**config.mk**
```make
export PLATFORM = sky130hd
export DESIGN_NAME = ex_mem_latch_flat
export DESIGN_NICKNAME = d
export VERILOG_FILES = /design/src/rtl/ex_mem_latch_if.sv /design/src/rtl/ex_mem_latch.sv /design/src/flat_wrapper.sv
export SDC_FILE = /design/constraint.sdc
export NUM_CORES = 1
export LEC_CHECK = 0
export ABC_AREA = 1
export CORE_AREA = 2 2 134 103
export CTS_CLUSTER_SIZE = 40
export DETAILED_ROUTE_END_ITERATION = 8
export DIE_AREA = 0 0 136 105
export GPL_ROUTABILITY_DRIVEN = 0
export HOLD_SLACK_MARGIN = 0.15
export PLACE_DENSITY = 0.76
export SETUP_SLACK_MARGIN = 0.4
export SYNTH_ARGS = -nofsm -noshare
export SYNTH_HDL_FRONTEND = slang
export SYNTH_SLANG_ARGS = --single-unit
export TNS_END_PERCENT = 10
```
**constraint.sdc**
```tcl
create_clock -name CLK -period 0.8 [get_ports CLK]
set_input_delay 0.24 -clock CLK [delete_from_list [all_inputs] [get_ports CLK]]
set_output_delay 0.24 -clock CLK [all_outputs]
set_load 0.01 [all_outputs]
```
**src/rtl/ex_mem_latch_if.sv**
```systemverilog
// ex_mem_latch_if: shared types plus the EX/MEM stage bus (upstream drives inputs, latch drives out_*/trap signals)
package ex_mem_pkg;
  typedef logic [31:0] word_t;
  typedef enum logic [3:0] {
    ALU_SLL, ALU_SRL, ALU_SRA, ALU_ADD, ALU_SUB, ALU_AND,
    ALU_OR, ALU_XOR, ALU_NOR, ALU_SLT, ALU_SLTU
  } aluop_t;
endpackage

interface ex_mem_latch_if #(parameter int RD_W = 5);
  import ex_mem_pkg::*;
  logic en, flush, exc_ack, in_valid;
  aluop_t aluop;
  word_t outport, storedata, pc;
  logic negative, zero, overflow;
  logic [RD_W-1:0] rd, out_rd;
  logic regwrite, memread, memwrite;
  logic out_valid, out_zero, out_negative, out_regwrite, out_memread, out_memwrite;
  word_t out_result, out_storedata, out_pc, epc;
  logic exc_ovf, stall_req;
  modport master (
    output en, flush, exc_ack, in_valid, aluop, outport, negative, zero, overflow,
           rd, regwrite, memread, memwrite, storedata, pc,
    input  out_valid, out_result, out_zero, out_negative, out_rd, out_regwrite,
           out_memread, out_memwrite, out_storedata, out_pc, exc_ovf, epc, stall_req
  );
  modport slave (
    input  en, flush, exc_ack, in_valid, aluop, outport, negative, zero, overflow,
           rd, regwrite, memread, memwrite, storedata, pc,
    output out_valid, out_result, out_zero, out_negative, out_rd, out_regwrite,
           out_memread, out_memwrite, out_storedata, out_pc, exc_ovf, epc, stall_req
  );
endinterface

```
**src/rtl/ex_mem_latch.sv**
```systemverilog
// ex_mem_latch: EX/MEM pipeline register with flush, validity gating and optional overflow trap (OVERFLOW_TRAP_EN).
module ex_mem_latch
  import ex_mem_pkg::*;
#(
  parameter int RD_W = 5
) (
  input logic          CLK,
  input logic          nRST,
  ex_mem_latch_if.slave bus
);
  logic            trap_ev, hold, capture, ctl_ok;
  logic            valid_q, zero_q, neg_q, rw_q, mr_q, mw_q;
  word_t           result_q, sd_q, pc_q;
  logic [RD_W-1:0] rd_q;
`ifdef OVERFLOW_TRAP_EN
  typedef enum logic {NORMAL, TRAP} state_t;
  state_t state_q, state_d;
  logic   exc_q;
  word_t  epc_q;
  always_comb begin
    trap_ev = state_q == NORMAL && bus.in_valid && bus.en && !bus.flush && bus.overflow &&
              (bus.aluop == ALU_ADD || bus.aluop == ALU_SUB);
    state_d = state_q == TRAP ? (bus.exc_ack ? NORMAL : TRAP) : (trap_ev ? TRAP : NORMAL);
  end
  always_ff @(posedge CLK or negedge nRST)
    if (!nRST) begin
      state_q <= NORMAL;
      exc_q   <= 1'b0;
      epc_q   <= '0;
    end else begin
      state_q <= state_d;
      exc_q   <= trap_ev;
      epc_q   <= trap_ev ? bus.pc : epc_q;
    end
  assign hold          = state_q == TRAP;
  assign bus.exc_ovf   = exc_q;
  assign bus.epc       = epc_q;
  assign bus.stall_req = hold;
`else
  logic unused_trap;
  assign trap_ev       = 1'b0;
  assign hold          = 1'b0;
  assign bus.exc_ovf   = 1'b0;
  assign bus.epc       = '0;
  assign bus.stall_req = 1'b0;
  assign unused_trap   = ^{bus.aluop, bus.overflow, bus.exc_ack};
`endif
  // A trapping instruction stays visible (valid) but must not commit any side effect.
  assign capture = bus.en && !hold;
  assign ctl_ok  = bus.in_valid && !trap_ev;
  always_ff @(posedge CLK or negedge nRST)
    if (!nRST) begin
      valid_q  <= 1'b0;
      zero_q   <= 1'b0;
      neg_q    <= 1'b0;
      rw_q     <= 1'b0;
      mr_q     <= 1'b0;
      mw_q     <= 1'b0;
      result_q <= '0;
      sd_q     <= '0;
      pc_q     <= '0;
      rd_q     <= '0;
    end else if (bus.flush) begin
      valid_q <= 1'b0;
      rw_q    <= 1'b0;
      mr_q    <= 1'b0;
      mw_q    <= 1'b0;
    end else if (capture) begin
      valid_q  <= bus.in_valid;
      zero_q   <= bus.zero;
      neg_q    <= bus.negative;
      rw_q     <= ctl_ok && bus.regwrite;
      mr_q     <= ctl_ok && bus.memread;
      mw_q     <= ctl_ok && bus.memwrite;
      result_q <= bus.outport;
      sd_q     <= bus.storedata;
      pc_q     <= bus.pc;
      rd_q     <= bus.rd;
    end
  assign bus.out_valid     = valid_q;
  assign bus.out_zero      = zero_q;
  assign bus.out_negative  = neg_q;
  assign bus.out_regwrite  = rw_q;
  assign bus.out_memread   = mr_q;
  assign bus.out_memwrite  = mw_q;
  assign bus.out_result    = result_q;
  assign bus.out_storedata = sd_q;
  assign bus.out_pc        = pc_q;
  assign bus.out_rd        = rd_q;
endmodule

```
**src/flat_wrapper.sv**
```systemverilog
// flat-port wrapper written by rule: the top's interface ports become plain ports
module ex_mem_latch_flat import ex_mem_pkg::*;
#(
  parameter int RD_W = 5
)
  (CLK, nRST, bus_en, bus_flush, bus_exc_ack, bus_in_valid, bus_aluop, bus_outport, bus_negative, bus_zero, bus_overflow, bus_rd, bus_regwrite, bus_memread, bus_memwrite, bus_storedata, bus_pc, bus_out_valid, bus_out_result, bus_out_zero, bus_out_negative, bus_out_rd, bus_out_regwrite, bus_out_memread, bus_out_memwrite, bus_out_storedata, bus_out_pc, bus_exc_ovf, bus_epc, bus_stall_req);
  ex_mem_latch_if #(.RD_W(RD_W)) bus_i ();
  input logic CLK;
  input logic nRST;
  input wire logic [$bits(bus_i.en)-1:0] bus_en;
  input wire logic [$bits(bus_i.flush)-1:0] bus_flush;
  input wire logic [$bits(bus_i.exc_ack)-1:0] bus_exc_ack;
  input wire logic [$bits(bus_i.in_valid)-1:0] bus_in_valid;
  input wire logic [$bits(bus_i.aluop)-1:0] bus_aluop;
  input wire logic [$bits(bus_i.outport)-1:0] bus_outport;
  input wire logic [$bits(bus_i.negative)-1:0] bus_negative;
  input wire logic [$bits(bus_i.zero)-1:0] bus_zero;
  input wire logic [$bits(bus_i.overflow)-1:0] bus_overflow;
  input wire logic [$bits(bus_i.rd)-1:0] bus_rd;
  input wire logic [$bits(bus_i.regwrite)-1:0] bus_regwrite;
  input wire logic [$bits(bus_i.memread)-1:0] bus_memread;
  input wire logic [$bits(bus_i.memwrite)-1:0] bus_memwrite;
  input wire logic [$bits(bus_i.storedata)-1:0] bus_storedata;
  input wire logic [$bits(bus_i.pc)-1:0] bus_pc;
  output wire logic [$bits(bus_i.out_valid)-1:0] bus_out_valid;
  output wire logic [$bits(bus_i.out_result)-1:0] bus_out_result;
  output wire logic [$bits(bus_i.out_zero)-1:0] bus_out_zero;
  output wire logic [$bits(bus_i.out_negative)-1:0] bus_out_negative;
  output wire logic [$bits(bus_i.out_rd)-1:0] bus_out_rd;
  output wire logic [$bits(bus_i.out_regwrite)-1:0] bus_out_regwrite;
  output wire logic [$bits(bus_i.out_memread)-1:0] bus_out_memread;
  output wire logic [$bits(bus_i.out_memwrite)-1:0] bus_out_memwrite;
  output wire logic [$bits(bus_i.out_storedata)-1:0] bus_out_storedata;
  output wire logic [$bits(bus_i.out_pc)-1:0] bus_out_pc;
  output wire logic [$bits(bus_i.exc_ovf)-1:0] bus_exc_ovf;
  output wire logic [$bits(bus_i.epc)-1:0] bus_epc;
  output wire logic [$bits(bus_i.stall_req)-1:0] bus_stall_req;
  assign bus_i.en = bus_en;
  assign bus_i.flush = bus_flush;
  assign bus_i.exc_ack = bus_exc_ack;
  assign bus_i.in_valid = bus_in_valid;
  assign bus_i.aluop = bus_aluop;
  assign bus_i.outport = bus_outport;
  assign bus_i.negative = bus_negative;
  assign bus_i.zero = bus_zero;
  assign bus_i.overflow = bus_overflow;
  assign bus_i.rd = bus_rd;
  assign bus_i.regwrite = bus_regwrite;
  assign bus_i.memread = bus_memread;
  assign bus_i.memwrite = bus_memwrite;
  assign bus_i.storedata = bus_storedata;
  assign bus_i.pc = bus_pc;
  assign bus_out_valid = bus_i.out_valid;
  assign bus_out_result = bus_i.out_result;
  assign bus_out_zero = bus_i.out_zero;
  assign bus_out_negative = bus_i.out_negative;
  assign bus_out_rd = bus_i.out_rd;
  assign bus_out_regwrite = bus_i.out_regwrite;
  assign bus_out_memread = bus_i.out_memread;
  assign bus_out_memwrite = bus_i.out_memwrite;
  assign bus_out_storedata = bus_i.out_storedata;
  assign bus_out_pc = bus_i.out_pc;
  assign bus_exc_ovf = bus_i.exc_ovf;
  assign bus_epc = bus_i.epc;
  assign bus_stall_req = bus_i.stall_req;
  ex_mem_latch #(.RD_W(RD_W)) u_core (.CLK(CLK), .nRST(nRST), .bus(bus_i));
endmodule
```
==> impl_metrics.ini <==
[final_layout]
diodes = 0
layout_common_cells = nand2_1, clkdlybuf4s50_1, dfrtp_1
fin_cells = 938
drive_gt1_share_pct = 25.9
fillers = 1173
area_delta_synth_final_pct = 64.5
final_common_cell = nand2_1
design.final.nets = 880
utilization_pct = 55.3

[timing]
fin_skew_ns = 0
hold_viol = 107
hold_ws_ns = -0.105
drv_slew = 0
finalSetupViolations = 211
min_period_ns = 1.13
period_share_pct = 141
fin_ws_ns = -0.327
fin_setup_tns_ns = -37.63
fmax_mhz = 887
grt_setup_unrepaired = true

[clock_network]
clock_sinks = 107
cts-htree-levels = 3
cts_tree = yes
clock_path_buffers = 2
cts-root-buf = clkbuf_16
clk_pin_slew_ns = 0.07
cts_buffers = 9
insertion_delay_ns = 0.33

[detailed_routing]
drt-vias-per-instance = 4.14
drt_iter0_drc = 208
drc = 0
first_pass_iters = 4
vias = 3888
wl_per_cell_um = 13.5
drtAntennaViolNets = 0
routed_wl_mm = 12.7

[worst_setup_path]
slowest_delay_ns = 0.41
path_cells = buf_2
crit_path_top_delay_cell = dfrtp_1
path_max_fanout = 2
arrival_ns = 0.89
cpLargestDelayFamily = flip-flops
crit_buf_inv = 1
start_kind = register
crit_required_ns = 0.56
setup.worst_path.end_class = primary output
crit_type = register to primary output

[synth]
syn_area_per_cell_um2 = 8.84
ys_seq_elements = 107
syn_area_um2 = 4330
seq_area_frac_synth_pct = 61.8
synthCells = 490
yosysWarnings = 0
synth.distinct_cells = 12

[worst_hold_path]
hold_path.class = input port to async pin

[place]
dp.cells = 887
dpl.hpwl_mm = 8.33
port_buffers = 217

[die]
fp-row-count = 36
die-area_um2 = 14300
start_util_pct = 33.6
core_area_um2 = 12900
die_w_um = 136
pin_count = 258
die_h_um = 105

[power_and_ir_drop]
seqPwrFrac_pct = 44.9
switching_share_pct = 27.2
internal_power_uw = 10500
p_per_area_nw_per_um2 = 2010
vdd_ir_drop_max_mv = 1.12
p_leak_uw = 0.00388
p_switching_uw = 3900
clockPowerShare_pct = 30.2
comb_power_share_pct = 24.8

[global_routing]
grt_pass1_wl_mm = 20.1
grt_antenna_before_repair = 0
overflow = 0
grt_pass1_vias = 3899
grt_max_degree = 59
grt_usage_pct = 17.7

[status]
run_status = complete, but fails checks
violations = negative hold slack, negative setup slack

[run]
drv_cap = 0
worst paths after layout:
path / from / end / slack (ns) / cells after the start
setup / recovery: u_core.bus.out_memread / bus_out_memread / -0.33 / 1
hold / removal: nRST / u_core.bus.out_storedata[12] / -0.10 / 2
setup reg to reg: u_core.bus.out_result[15] / u_core.bus.out_result[15] / -0.16 / 5
hold reg to reg: u_core.bus.out_result[22] / u_core.bus.out_result[22] / 0.47 / 2
max in group asynchronous: nRST / u_core.bus.out_storedata[2] / 0.60 / 2
min in group CLK: bus_outport[6] / u_core.bus.out_result[6] / 0.43 / 3
worst reg2reg max path, delay by kind of cell, from the launching register on:
kind | cells | cell delay [ns]
flops | 1 | 0.39
simple gates | 2 | 0.10
buf+inv | 3 | 0.36
metrics by stage:
| stage | power, uW | cell area [um^2] | setup WS [ns] |
|---|---|---|---|
| 3_5_place_dp | 10100 | 6780 | -0.747 |
| 4_1_cts | 14300 | 6910 | -0.340 |
| 3_3_place_gp | 10100 | 6780 | -0.727 |
| 6_report | 14400 | 7130 | -0.327 |
| 2_1_floorplan | 7790 | 4530 | 0.0133 |
| 5_1_grt | 15100 | 7130 | -0.360 |
area by class of cell:
type / instances / area [um^2] / area share, %
Clock inverter: 5 / 55.1 / 0.772
Timing Repair Buffer: 285 / 2550 / 35.8
Inverter: 2 / 26.3 / 0.369
Multi-Input combinational cell: 358 / 1370 / 19.3
Sequential cell: 107 / 2680 / 37.6
Clock buffer: 10 / 229 / 3.21
Tap cell: 171 / 214 / 3.00
routing by layer:
metal / routed length [um] / share of wire [%] / vias up / track usage, %
met5: 0 / 0 / - / 0
met4: 104 / 0.82 / 0 / 3.35
met3: 1150 / 9.1 / 11 / 6.26
met2: 5800 / 46 / 142 / 27.9
met1: 5630 / 44 / 1794 / 23.7
li1: - / - / 1941 / -
synthesized netlist by cell type (all sizes together):
cell type / instances / area share (%)
nand2: 319 / 28
dfrtp: 107 / 62
buf: 56 / 9.5
nand4: 3 / 0.43
inv: 2 / 0.17
nor2: 2 / 0.35
conb: 1 / 0.087
power by group through the flow:
stage	sequential, uW	combinational, uW	clock (uW)
floorplan	6830	963	0
global placement	6510	3540	0
detailed placement	6520	3600	0
CTS	6420	3360	4470
global route	6530	3910	4680
finish	6450	3560	4340
cell families after synthesis:
group                  count (synthesis)  synth area share, %
DFF                                  107                 61.8
and+or+nand+nor                      324                 28.4
buffers and inverters                 58                 9.70
other                                  1               0.0865
registers in the layout, summed over array words and instances (netlist names):
signal	flops
u_core.bus.out_memwrite	1
u_core.bus.out_result	32
u_core.bus.out_regwrite	1
u_core.bus.out_memread	1
u_core.bus.out_valid	1
u_core.bus.out_pc	32
u_core.bus.out_storedata	32
u_core.bus.out_negative	1
u_core.bus.out_rd	5
u_core.bus.out_zero	1
what timing repair did:
item,4_1_cts,5_1_grt
gates cloned,3,0
gates resized for setup,460,22
endpoints found under the hold margin,107,107
setup buffers,22,11
pin swaps,6,2
endpoints found under the setup margin,214,214
No activity file was read; power rests on OpenSTA's default activity.
